`config.mk`:
```
export PLATFORM = sky130hd
export DESIGN_NAME = relu_seq_ctrl
export DESIGN_NICKNAME = d
export VERILOG_FILES = /design/src/rtl/cnn_pkg.sv /design/src/rtl/relu_skid_stage.sv /design/src/rtl/relu_seq_ctrl.sv
export SDC_FILE = /design/constraint.sdc
export NUM_CORES = 1
export LEC_CHECK = 0
export CORE_UTILIZATION = 54
export DETAILED_ROUTE_END_ITERATION = 8
export MAX_ROUTING_LAYER = met4
export PLACE_DENSITY = 0.86
export SYNTH_ARGS = -nofsm -noshare
export SYNTH_HDL_FRONTEND = slang
export SYNTH_SLANG_ARGS = --single-unit
```
`constraint.sdc`:
```
create_clock -name clk -period 2.3 [get_ports clk]
set_input_delay 0.46 -clock clk [delete_from_list [all_inputs] [get_ports clk]]
set_output_delay 0.46 -clock clk [all_outputs]
set_load 0.02 [all_outputs]
```
`src/rtl/cnn_pkg.sv`:
```
// Shared CNN datapath definitions: feature-map geometry, sequencer states and the ReLU clamp.
package cnn_pkg;

    localparam int unsigned FM_DIM   = 6;
    localparam int unsigned FM_ELEMS = FM_DIM * FM_DIM;
    localparam int unsigned DATA_W   = 16;

    typedef enum logic [1:0] {
        IDLE  = 2'd0,
        RUN   = 2'd1,
        DRAIN = 2'd2,
        DONE  = 2'd3
    } state_e;

    // Two's-complement clamp: anything with the sign bit set becomes zero.
    function automatic logic [DATA_W-1:0] relu_fn(input logic [DATA_W-1:0] i_x);
        return i_x[DATA_W-1] ? '0 : i_x;
    endfunction

endpackage

```
`src/rtl/relu_skid_stage.sv`:
```
// Output register plus a one-entry skid buffer between the read-return and destination sides.
module relu_skid_stage
    import cnn_pkg::*;
#(
    parameter int unsigned W = 16
) (
    input  logic         clk,
    input  logic         rst_n,
    input  logic         i_in_valid,
    input  logic [W-1:0] i_in_data,
    input  logic         i_in_neg,
    output logic         o_in_ready,
    output logic         o_load,
    output logic         o_load_neg,
    output logic         o_out_valid,
    output logic [W-1:0] o_out_data,
    input  logic         i_out_ready
);

    logic         r_out_vld;
    logic [W-1:0] r_out_data;
    logic         r_skid_vld;
    logic         r_skid_neg;
    logic [W-1:0] r_skid_data;
    logic         w_out_free;

    assign w_out_free  = !r_out_vld || i_out_ready;
    assign o_in_ready  = !r_skid_vld;
    // The skid entry is older than the returning read, so it refills the output first.
    assign o_load      = w_out_free && (r_skid_vld || i_in_valid);
    assign o_load_neg  = r_skid_vld ? r_skid_neg : i_in_neg;
    assign o_out_valid = r_out_vld;
    assign o_out_data  = r_out_data;

    always_ff @(posedge clk or negedge rst_n) begin
        if (!rst_n) begin
            r_out_vld   <= 1'b0;
            r_out_data  <= '0;
            r_skid_vld  <= 1'b0;
            r_skid_neg  <= 1'b0;
            r_skid_data <= '0;
        end else if (w_out_free) begin
            r_out_vld <= r_skid_vld || i_in_valid;
            if (r_skid_vld) begin
                r_out_data  <= r_skid_data;
                r_skid_vld  <= i_in_valid;
                r_skid_data <= i_in_data;
                r_skid_neg  <= i_in_neg;
            end else if (i_in_valid) begin
                r_out_data <= i_in_data;
            end
        end else if (i_in_valid) begin
            r_skid_vld  <= 1'b1;
            r_skid_data <= i_in_data;
            r_skid_neg  <= i_in_neg;
        end
    end

endmodule

```
`src/rtl/relu_seq_ctrl.sv`:
```
// ReLU sequencer: streams one feature map from the source buffer to the destination buffer,
// clamping negatives to zero and counting how many were clipped.
module relu_seq_ctrl
    import cnn_pkg::*;
#(
    parameter int unsigned DATA_W   = cnn_pkg::DATA_W,
    parameter int unsigned NUM_ELEM = cnn_pkg::FM_ELEMS,
    parameter int unsigned ADDR_W   = 6
) (
    input  logic              clk,
    input  logic              rst_n,
    input  logic              i_start,
    output logic              o_busy,
    output logic              o_done,
    output logic              o_src_rd_en,
    output logic [ADDR_W-1:0] o_src_rd_addr,
    input  logic [DATA_W-1:0] i_src_rd_data,
    output logic              o_dst_wr_en,
    output logic [ADDR_W-1:0] o_dst_wr_addr,
    output logic [DATA_W-1:0] o_dst_wr_data,
    input  logic              i_dst_ready,
    output logic [ADDR_W-1:0] o_neg_count
);

    localparam logic [ADDR_W:0]   L_NUM     = (ADDR_W+1)'(NUM_ELEM);
    localparam logic [ADDR_W:0]   L_LAST_RD = (ADDR_W+1)'(NUM_ELEM - 1);
    localparam logic [ADDR_W-1:0] L_LAST_WR = ADDR_W'(NUM_ELEM - 1);

    state_e            r_state;
    state_e            w_state_nxt;
    logic [ADDR_W:0]   r_rd_cnt;
    logic [ADDR_W-1:0] r_wr_cnt;
    logic [ADDR_W-1:0] r_neg_cnt;
    logic              r_rd_vld;

    logic              w_in_ready;
    logic              w_load;
    logic              w_load_neg;
    logic              w_out_vld;
    logic [DATA_W-1:0] w_out_data;
    logic              w_stall;
    logic              w_issue;
    logic              w_accept;
    logic              w_start;

    assign w_stall  = w_out_vld && !i_dst_ready;
    assign w_accept = w_out_vld && i_dst_ready;
    assign w_start  = (r_state == IDLE) && i_start;
    // An empty skid and a moving output guarantee room for the read's return next cycle.
    assign w_issue  = (r_state == RUN) && w_in_ready && !w_stall && (r_rd_cnt < L_NUM);

    always_comb begin
        w_state_nxt = r_state;
        unique case (r_state)
            IDLE:    if (i_start) w_state_nxt = RUN;
            RUN:     if (w_issue && (r_rd_cnt == L_LAST_RD)) w_state_nxt = DRAIN;
            DRAIN:   if (w_accept && (r_wr_cnt == L_LAST_WR)) w_state_nxt = DONE;
            DONE:    w_state_nxt = IDLE;
            default: w_state_nxt = IDLE;
        endcase
    end

    always_ff @(posedge clk or negedge rst_n) begin
        if (!rst_n) begin
            r_state   <= IDLE;
            r_rd_cnt  <= '0;
            r_wr_cnt  <= '0;
            r_neg_cnt <= '0;
            r_rd_vld  <= 1'b0;
        end else begin
            r_state  <= w_state_nxt;
            r_rd_vld <= w_issue;
            if (w_start) begin
                r_rd_cnt  <= '0;
                r_wr_cnt  <= '0;
                r_neg_cnt <= '0;
            end else begin
                if (w_issue)  r_rd_cnt <= r_rd_cnt + (ADDR_W+1)'(1);
                if (w_accept) r_wr_cnt <= r_wr_cnt + ADDR_W'(1);
                if (w_load && w_load_neg) r_neg_cnt <= r_neg_cnt + ADDR_W'(1);
            end
        end
    end

    relu_skid_stage #(
        .W (DATA_W)
    ) u_skid (
        .clk         (clk),
        .rst_n       (rst_n),
        .i_in_valid  (r_rd_vld),
        .i_in_data   (relu_fn(i_src_rd_data)),
        .i_in_neg    (i_src_rd_data[DATA_W-1]),
        .o_in_ready  (w_in_ready),
        .o_load      (w_load),
        .o_load_neg  (w_load_neg),
        .o_out_valid (w_out_vld),
        .o_out_data  (w_out_data),
        .i_out_ready (i_dst_ready)
    );

    assign o_busy        = (r_state != IDLE);
    assign o_done        = (r_state == DONE);
    assign o_src_rd_en   = w_issue;
    assign o_src_rd_addr = r_rd_cnt[ADDR_W-1:0];
    assign o_dst_wr_en   = w_out_vld;
    assign o_dst_wr_addr = r_wr_cnt;
    assign o_dst_wr_data = w_out_data;
    assign o_neg_count   = r_neg_cnt;

endmodule

```
==> summary.md <==
| Metric | Value |
|---|---|
| Worst setup EP type | `output port` |
| Antenna diodes | `0` |
| Crit-path cells | `inv_1 -> ha_1 -> inv_1 -> clkdlybuf4s50_1` |
| Final period util | `93.8%` |
| RSZ-0062 raised after global routing | `false` |
| Crit path launch type | `flop` |
| Largest net degree at the start of global routing | `37` |
| Initial Utilization | `a little under three fifths` |
| Slowest-stage cell, CP | `clkdlybuf4s50_1` |
| Nets | `350` |
| Syn Area/Cell | `a little over 10 um2` |
| Max Cap Viol | `0` |
| Total GRT Usage | `roughly a quarter` |
| Synth cell types | `38` |
| Filler cell count | `354` |
| Antenna Nets Post-Route | `0` |
| Register area share after synthesis | `between 50% and 60%` |
| R2R setup slack | `roughly 0.52 ns` |
| Worst-skew pair later-pin latency | `between 0.3 and 0.4 ns` |
| WP buf/inv | `3` |
| Cell count along the critical path | `4` |
| Final Util | `approximately 73%` |
| Reg2reg start | `u_skid.r_skid_vld` |
| Top delay family on crit path | `buffers and inverters` |
| Primary FF master, synth | `dfrtp_1` |
| First-pass GRT wire length | `9110 um` |
| Vias in the first global route | `1984` |
| Net Count, Synth | `approximately 290` |
| Fin. max-slew vios | `0` |
| Post-Synthesis Cell Area | `between 2000 and 3000 um2` |
| Via count | `around 2000` |
| Initial antenna violation count | `0` |
| Cells on worst reg2reg path | `5` |
| Share of synthesized registers carrying an async set or reset | `100%` |
| Clk root buf | `clkbuf_8` |
| Clock transition at path regs | `roughly 0.10 ns` |
| Routability Congestion | `between 0.7 and 0.8` |
| Crit path kind | `flop to output port` |
| Port bufs | `56` |
| Die W | `slightly above 70 um` |
| Lkg Pwr | `about 0.0015 uW` |
| CP required | `around 1.8 ns` |
| Final hold vios | `0` |
| CP startpoint | `r_state[0]` |
| Clock Skews | `between 0.005 and 0.006 ns` |
| Yosys warning total | `0` |
| TritonCTS clock tree | `built` |
| # rows | `25` |
| Synth Register Bits | `55` |
| Area Growth Syn to Fin | `29.3%` |
| CTS Buf Count | `5` |
| Die Y | `approximately 72 um` |
| Crit path arrival time | `approximately 1.7 ns` |
| DRT Pass-1 Iters | `4` |
| Total Wirelength | `5370 um` |
| Initial drt markers | `96` |
| Hold Path Class | `input pin to asynchronous set/reset pin` |
| CP Max Fanout | `4` |
| Drt wl/cell | `between 10 and 15 um` |
| Clock Sinks | `55` |
| I/O pins | `just under 60` |
| Crit path top cell by count | `inv_1` |
| DIE AREA | `5230 um2` |
| End of the critical path | `o_busy` |
| PwrDens | `approximately 1200 nW/um2` |
| Commonest non-fill, non-tap cell in the layout | `dfrtp_1` |
| Worst Tran Pin Value | `a little under 0.6 ns` |
| Vias per std cell | `5.17` |
| Commonest non-fill, non-tap cells in the layout | `55 x dfrtp_1, 54 x clkdlybuf4s50_1, 41 x nand2_1, 31 x o21ai_0` |
| Share of post-route cells with drive strength above 1 | `roughly 14%` |
| Hold-fix buffers, CTS | `0` |
| CORE AREA | `approximately 4800 um2` |
| Max-slew headroom | `between 60% and 70%` |
| DPL Wire Length | `around 3600 um` |
| Max Fclk | `between 400 and 500 MHz` |
| Status | `finished, final reports clean` |
| Max incr delay on CP | `0.59 ns` |
| Final setup vio count | `0` |
| Syn Inst Count | `263` |
| Grt total ovfl | `0` |
| DRC | `0` |
| Htree depth | `2` |
| Max VDD drop | `approximately 0.61 mV` |
| Total Power | `approximately 4100 uW` |
| FF-to-FF End | `o_neg_count[4]` |
| Clock tree buffer depth | `2` |
| Post-synth EDFFs | `0` |
| Min cycle time layout | `2.16 ns` |
## layout make-up
type                       count  area [um2]  area share, %
clock buffer                   5        68.8           1.99
clock inverter                 3        43.8           1.27
inverter                       7        26.3          0.761
multi-input combinational    182        1160           33.7
sequential                    55        1380           39.9
tap                           67        83.8           2.43
timing repair buffer          71         692           20.0
## worst register-to-register path: cells and delay by family (launching register included)
family | cells | cell delay (ns)
compound gates | 1 | 0.48
xor+xnor | 1 | 0.16
buf+inv | 1 | 0.24
flops | 1 | 0.39
simple gates | 2 | 0.40
## stage by stage
stage	hold slack (ns)	area [um2]	instances	setup slack (ns)	setup TNS, ns
after global routing	0.182	3450	390	0.0271	0
after floorplan	0.164	2670	263	0.670	0
after global placement	0.461	3340	382	-0.0946	-0.0946
final	0.139	3450	390	0.143	0
after CTS	0.153	3450	390	0.130	0
after detailed placement	0.470	3340	382	-0.0724	-0.0724
## layer usage
layer  share of wire [%]  global-route usage [%]  up-vias
met2                  49                    37.5       58
met3                 4.3                    4.72        7
met4                 1.1                    7.84        0
li1                    -                       -      998
met5                   0                       -        -
met1                  45                    29.6      953
## sequential cells by signal (all words and copies together), names as in the netlist
register            flops
o_dst_wr_addr           6
u_skid.r_skid_neg       1
u_skid.r_skid_vld       1
u_skid.o_out_data      15
r_state                 2
o_neg_count             6
r_rd_cnt                7
u_skid.r_skid_data     15
u_skid.o_out_valid      1
r_rd_vld                1
## how the worst min path moves through the flow
stage	startpoint	end	slack [ns]	depth (start not counted)
6_report	rst_n	o_dst_wr_addr[3]	0.14	1
5_1_grt	rst_n	r_rd_vld	0.18	1
3_5_place_dp	u_skid.r_skid_data[4]	u_skid.r_skid_data[4]	0.47	2
3_3_place_gp	u_skid.r_skid_data[4]	u_skid.r_skid_data[4]	0.46	2
4_1_cts	rst_n	o_dst_wr_addr[3]	0.15	1
2_1_floorplan	rst_n	o_dst_wr_addr[0]	0.16	0
## synthesized netlist by cell type, types with 4 or more instances
| cell type | count | area share, % |
|---|---|---|
| dfrtp_1 | 55 | 52 |
| nand2_1 | 41 | 5.8 |
| o21ai_0 | 31 | 5.8 |
| mux2_2 | 17 | 7.2 |
| nand2b_1 | 17 | 4.0 |
| nor2_1 | 15 | 2.1 |
| ha_1 | 8 | 3.7 |
| buf_4 | 7 | 2.0 |
| inv_1 | 7 | 0.98 |
| a21oi_1 | 6 | 1.1 |
| xnor2_1 | 6 | 2.0 |
| clkbuf_1 | 5 | 0.70 |
| xor2_1 | 5 | 1.6 |
| buf_2 | 4 | 0.75 |
| nand3_1 | 4 | 0.75 |
## report_power, final
part | leakage, uW | internal, uW | total (uW) | switching (uW)
logic | 0.000737 | 910 | 1840 | 931
registers | 0.000724 | 1320 | 1570 | 253
clock network | 0.0000581 | 325 | 651 | 326
## what timing repair did
action | 4_1_cts | 5_1_grt
gates resized for setup | 1 | 0
endpoints found under the hold margin | 0 | 0
setup endpoints to repair | 1 | 0
setup buffers | 0 | 0
## cells by family (layout without fill, tap and decap cells)
family | after synthesis | after routing | share of synthesized area [%]
buffers and inverters | 26 | 86 | 5.11
DFF | 55 | 55 | 51.5
and+or+nand+nor | 93 | 93 | 16.8
AOI/OAI and AO/OA | 49 | 49 | 10.8
other | 1 | 1 | 0.140
xor gates and xnor gates | 11 | 11 | 3.61
adders and majority gates | 9 | 9 | 4.12
muxes | 19 | 19 | 7.92
(Power assumes the default switching activity.)
